**src/rtl/macc_pkg.sv**
```systemverilog
// Shared sizing helpers and default operand widths for the MAC stream cores.
package macc_pkg;

  localparam int ADW_DEF = 24;
  localparam int BDW_DEF = 18;

  // Accumulator width that cannot overflow when summing nterms full-precision products.
  function automatic int macc_accw(input int adw, input int bdw, input int nterms);
    return adw + bdw + $clog2(nterms);
  endfunction

endpackage

```
**src/rtl/macc_mult_pipe.sv**
```systemverilog
// Two-stage registered signed multiplier: operand register, then full-precision product.
// Sideband last/valid travel with the data; everything holds while en_i is low.
module macc_mult_pipe import macc_pkg::*; #(
  parameter int ADW = ADW_DEF,
  parameter int BDW = BDW_DEF
) (
  input  logic                      clk,
  input  logic                      rst,
  input  logic                      en_i,
  input  logic signed [ADW-1:0]     a_i,
  input  logic signed [BDW-1:0]     b_i,
  input  logic                      last_i,
  input  logic                      valid_i,
  output logic signed [ADW+BDW-1:0] p_o,
  output logic                      last_o,
  output logic                      valid_o
);

  localparam int PW = ADW + BDW;

  logic signed [ADW-1:0] a_q;
  logic signed [BDW-1:0] b_q;
  logic                  last1_q;
  logic                  valid1_q;
  logic signed [PW-1:0]  p_q;
  logic                  last2_q;
  logic                  valid2_q;

  // Operand capture and product stage, advancing together under the shared enable.
  always_ff @(posedge clk) begin
    if (rst) begin
      a_q      <= '0;
      b_q      <= '0;
      last1_q  <= 1'b0;
      valid1_q <= 1'b0;
      p_q      <= '0;
      last2_q  <= 1'b0;
      valid2_q <= 1'b0;
    end else if (en_i) begin
      a_q      <= a_i;
      b_q      <= b_i;
      last1_q  <= last_i;
      valid1_q <= valid_i;
      p_q      <= PW'(a_q) * PW'(b_q);
      last2_q  <= last1_q;
      valid2_q <= valid1_q;
    end
  end

  assign p_o     = p_q;
  assign last_o  = last2_q;
  assign valid_o = valid2_q;

endmodule

```
**src/rtl/macc_axis.sv**
```systemverilog
// Streaming signed multiply-accumulate: joins operand streams A and B, sums A*B per
// packet (delimited by A's tlast) and emits one registered sum per packet.
module macc_axis import macc_pkg::*; #(
  parameter int ADW = ADW_DEF,
  parameter int BDW = BDW_DEF,
  parameter int ODW = macc_accw(ADW_DEF, BDW_DEF, 8)
) (
  input  logic                  clk,
  input  logic                  rst,
  input  logic signed [ADW-1:0] s_axis_atdata,
  input  logic                  s_axis_atvalid,
  output logic                  s_axis_atready,
  input  logic                  s_axis_atlast,
  input  logic signed [BDW-1:0] s_axis_btdata,
  input  logic                  s_axis_btvalid,
  output logic                  s_axis_btready,
  output logic signed [ODW-1:0] m_axis_tdata,
  output logic                  m_axis_tvalid,
  input  logic                  m_axis_tready
);

  localparam int PW = ADW + BDW;

  if (ODW < PW) begin : g_odw_chk
    $error("macc_axis: ODW must be at least ADW+BDW");
  end

  logic                  en_s;
  logic                  ready_s;
  logic                  fire_s;
  logic signed [PW-1:0]  p_s;
  logic                  p_last_s;
  logic                  p_valid_s;
  logic signed [ODW-1:0] p_ext_s;
  logic signed [ODW-1:0] sum_s;

  logic signed [ODW-1:0] acc_q,    acc_d;
  logic                  first_q,  first_d;
  logic signed [ODW-1:0] tdata_q,  tdata_d;
  logic                  tvalid_q, tvalid_d;

  // A held output with no taker freezes the whole pipe, so nothing downstream is overwritten.
  assign en_s           = !(tvalid_q && !m_axis_tready);
  assign ready_s        = en_s && !rst;
  assign s_axis_atready = ready_s;
  assign s_axis_btready = ready_s;
  assign fire_s         = s_axis_atvalid && s_axis_btvalid && ready_s;

  macc_mult_pipe #(.ADW(ADW), .BDW(BDW)) u_mult (
    .clk     (clk),
    .rst     (rst),
    .en_i    (en_s),
    .a_i     (s_axis_atdata),
    .b_i     (s_axis_btdata),
    .last_i  (s_axis_atlast),
    .valid_i (fire_s),
    .p_o     (p_s),
    .last_o  (p_last_s),
    .valid_o (p_valid_s)
  );

  assign p_ext_s = ODW'(p_s);
  assign sum_s   = (first_q ? '0 : acc_q) + p_ext_s;

  // Accumulate / emit next-state; with en high the old output is either taken or absent.
  always_comb begin
    acc_d    = acc_q;
    first_d  = first_q;
    tdata_d  = tdata_q;
    tvalid_d = tvalid_q;
    if (en_s) begin
      tvalid_d = 1'b0;
      if (p_valid_s) begin
        if (p_last_s) begin
          tdata_d  = sum_s;
          tvalid_d = 1'b1;
          first_d  = 1'b1;
          acc_d    = '0;
        end else begin
          acc_d   = sum_s;
          first_d = 1'b0;
        end
      end else begin
        acc_d = acc_q;
      end
    end else begin
      tvalid_d = tvalid_q;
    end
  end

  // Accumulator and output registers.
  always_ff @(posedge clk) begin
    if (rst) begin
      acc_q    <= '0;
      first_q  <= 1'b1;
      tdata_q  <= '0;
      tvalid_q <= 1'b0;
    end else begin
      acc_q    <= acc_d;
      first_q  <= first_d;
      tdata_q  <= tdata_d;
      tvalid_q <= tvalid_d;
    end
  end

  assign m_axis_tdata  = tdata_q;
  assign m_axis_tvalid = tvalid_q;

endmodule
```
**config.mk**
```make
export PLATFORM = sky130hd
export DESIGN_NAME = macc_axis
export DESIGN_NICKNAME = d
export VERILOG_FILES = /design/src/rtl/macc_pkg.sv /design/src/rtl/macc_mult_pipe.sv /design/src/rtl/macc_axis.sv
export SDC_FILE = /design/constraint.sdc
export NUM_CORES = 2
export LEC_CHECK = 0
export ABC_AREA = 1
export CAP_MARGIN = 20
export CORE_MARGIN = 4
export CORE_UTILIZATION = 60
export DETAILED_ROUTE_END_ITERATION = 7
export PLACE_DENSITY_LB_ADDON = 0.08
export SYNTH_ARGS = -nofsm -noshare
export SYNTH_HDL_FRONTEND = slang
export SYNTH_SLANG_ARGS = --single-unit
```
**constraint.sdc**
```tcl
create_clock -name clk -period 7.8 [get_ports clk]
set_clock_uncertainty 0.1 [all_clocks]
set_input_delay 0.78 -clock clk [delete_from_list [all_inputs] [get_ports clk]]
set_output_delay 0.78 -clock clk [all_outputs]
set_load 0.02 [all_outputs]
```
==> results.json <==
{
  "yosys_warnings": 0,
  "pin_count_of_the_biggest_net_entering_global_routing": 79,
  "use_met1_pct": 46.9,
  "top_usage_layer": "met2",
  "cts-htree-levels": 4,
  "die_y_um": 221,
  "rsz0062_at_grt": "false",
  "clockRootBuffer": "clkbuf_16",
  "start_kind": "flip-flop",
  "grt_pass1_vias": 23000,
  "synth.yosys.seq_area_share_pct": 13.3,
  "syn-instance-count": 3926,
  "maxSlewHeadroom_pct": 23.3,
  "path_max_fanout": 25,
  "number_of_cell_rows": 77,
  "initial_core_utilization_pct": 61.0,
  "avgViaCountPerCell": 5.19,
  "layout_min_cycle_time_ns": 6.64,
  "finalHoldWorstSlack_ns": 0.353,
  "synth_edf_count": 0,
  "fp.dieArea_mm2": 0.0487,
  "worstSetupEndpointType": "flip-flop",
  "worstPathArrival_ns": 6.94,
  "dpl_cell_area_mm2": 0.0285,
  "syn2layout_area_growth_pct": 7.50,
  "worst_setup_hold_path_clk_slew_ns": 0.08,
  "total_cts_buffers": 17,
  "synth_area_leader_cell": "fa_1",
  "drt_pre_antenna_iters": 7,
  "synth_top_area_share_pct": 31.4,
  "routed-via-count": 23500,
  "avgRoutedWirePerCell_um": 16.6,
  "core_area_mm2": 0.0445,
  "global_route.usage.met3_pct": 6.33,
  "sum_of_net_half_perimeters_after_detailed_placement_um": 60900,
  "maxClockFrequency_mhz": 151,
  "insertion_delay_ns": 0.51,
  "synth.top_cells.by_area": "fa_1 31%, nand2_1 18%, inv_1 14%, dfxtp_1 13%, ha_1 6.9%",
  "ys_top_cells_by_count": "1268 x nand2_1, 992 x inv_1, 426 x fa_1, 210 x nand3_1, 186 x nor2_1",
  "grt_pass1_wl_um": 123000,
  "grtUsageMet2_pct": 50.3,
  "min_period_over_period_pct": 85.1,
  "slew_violations": 0,
  "gp_routability_congestion": 1.01,
  "cts_tree": "done",
  "syn_area_mm2": 0.0272,
  "cts_resized": 0,
  "antenna_found_initial": 0,
  "setup_tns_ns": 0,
  "yosys_register_bits": 180,
  "most_common_cell_in_the_netlist": "nand2_1",
  "ys_dominant_reg_cell": "dfxtp_1",
  "grt_remaining_overflow": 0,
  "outcome": "complete, no violations",
  "power_leakage_uw": 0.0162,
  "drv.max_cap_violation_count": 0,
  "fin_nets": 4554,
  "async_flop_share_pct": 0,
  "number_of_failing_setup_endpoints_in_the_final_timing_report": 0,
  "floorplan.io_pins": 96,
  "holdBufCountCts": 0,
  "synthesis.nets": 4549,
  "first_iter_violations": 1910,
  "route.detailed.drc": 0,
  "hold_violations": 0,
  "pwr_density_cell_mw_per_mm2": 196,
  "yosys.cell_types.count": 49,
  "io_buffer_count": 95,
  "type_of_the_most_critical_hold_path": "reg2reg",
  "final_antenna_net_count": 0,
  "detail_route.wirelength_um": 75400,
  "peak_vdd_ir_uv": 184,
  "dieWidth_um": 221,
  "clk_path_buf_depth": 2,
  "finish.instance_area_mm2": 0.0292,
  "max_slew.worst_pin.slew_ns": 1.15,
  "gr-usage-all-layers_pct": 32.7,
  "cts_setup_buffers": 0,
  "fill_cells": 4206,
  "worst-endpoint-required_ns": 8.10,
  "worstSetupPathType": "reg2reg",
  "cts_num_sinks": 180,
  "final_layout_size_suffix_gt1_share_pct": 4.51,
  "post_syn_area_per_cell_um2": 6.92
}
## logic make-up after synthesis
kind of cell             share of synthesized area [%]
AND/OR/NAND/NOR                                   27.3
XOR/XNOR                                         0.839
AO/OA/AOI/OAI                                     4.13
adder cells (fa/ha/maj)                           38.3
buffers and inverters                             16.2
flip-flops                                        13.3
## placed cells by master, fill, tap and decap left out, drive strengths merged, types with 2 or more instances in the layout
cell / instances
a21o: 2
dfxtp: 180
ha: 149
o21bai: 12
xor2: 19
o22ai: 2
nand4: 24
nor3: 19
nor4: 2
xnor2: 7
a22o: 10
nand3: 215
o221ai: 3
or2: 11
a21oi: 109
o21a: 2
nand2: 1289
nor2: 219
buf: 44
diode: 2
inv: 1014
nand3b: 10
clkdlybuf4s50: 94
fa: 426
a21boi: 2
o21ai: 50
clkbuf: 17
clkinv: 8
## worst max-delay path: stages (launching register included)
cell	delay, ns
dfxtp_1	1.02
nand2_1	0.33
fa_1	0.66
inv_1	0.07
fa_1	0.84
fa_1	0.53
fa_1	0.59
fa_1	0.43
fa_1	0.44
ha_1	0.40
nand2_1	0.12
nor2_1	0.23
nand2_1	0.13
nor2_1	0.14
nand3_1	0.18
nand4_1	0.14
nand3_1	0.09
nand2_1	0.06
inv_1	0.03
## flip-flops by register name (all words and copies together), names as in the netlist
register / cells
acc_q: 45
m_axis_tdata: 45
u_mult.p_o: 42
u_mult.a_q: 24
u_mult.b_q: 18
first_q: 1
m_axis_tvalid: 1
u_mult.last1_q: 1
u_mult.last_o: 1
u_mult.valid1_q: 1
u_mult.valid_o: 1
## final cells by class
| class | instances | area [um2] | share of cell area [%] |
|---|---|---|---|
| sequential | 180 | 3600 | 12.3 |
| multi-input combinational | 2587 | 19200 | 65.6 |
| clock buffer | 17 | 425 | 1.46 |
| antenna | 2 | 5.00 | 0.0171 |
| timing repair buffer | 138 | 1310 | 4.48 |
| clock inverter | 15 | 178 | 0.609 |
| inverter | 1007 | 3780 | 12.9 |
| tap | 592 | 741 | 2.54 |
## stage by stage
stage | setup slack [ns] | util (%) | total power, uW | instances
finish | 1.16 | 65.6 | 5720 | 4538
global route | 0.677 | 65.6 | 6340 | 4536
CTS | 1.12 | 65.4 | 5740 | 4533
detailed placement | 1.14 | 64.1 | 4800 | 4501
global placement | 1.23 | 64.1 | 4770 | 4501
floorplan | 2.01 | - | 3820 | 3926
## path summary, 6_finish.rpt
check                   start               end  slack [ns]  cells after the start
min reg2reg  m_axis_tdata[23]  m_axis_tdata[23]        0.35                      2
min          m_axis_tdata[23]  m_axis_tdata[23]        0.35                      2
max reg2reg     u_mult.b_q[6]    u_mult.p_o[39]        1.16                     18
max             u_mult.b_q[6]    u_mult.p_o[39]        1.16                     18
## report_power, final
part           internal, uW  total (uW)  switching [uW]
clock                   433         920             487
combinational          1310        3630            2320
sequential             1030        1170             139
## metal layers
metal,vias up,share of wire [%]
met3,137,8.1
met4,0,3.2
met2,823,44
li1,11400,-
met1,11200,45
met5,-,0
Note: power is estimated with default switching activity, not from simulation.
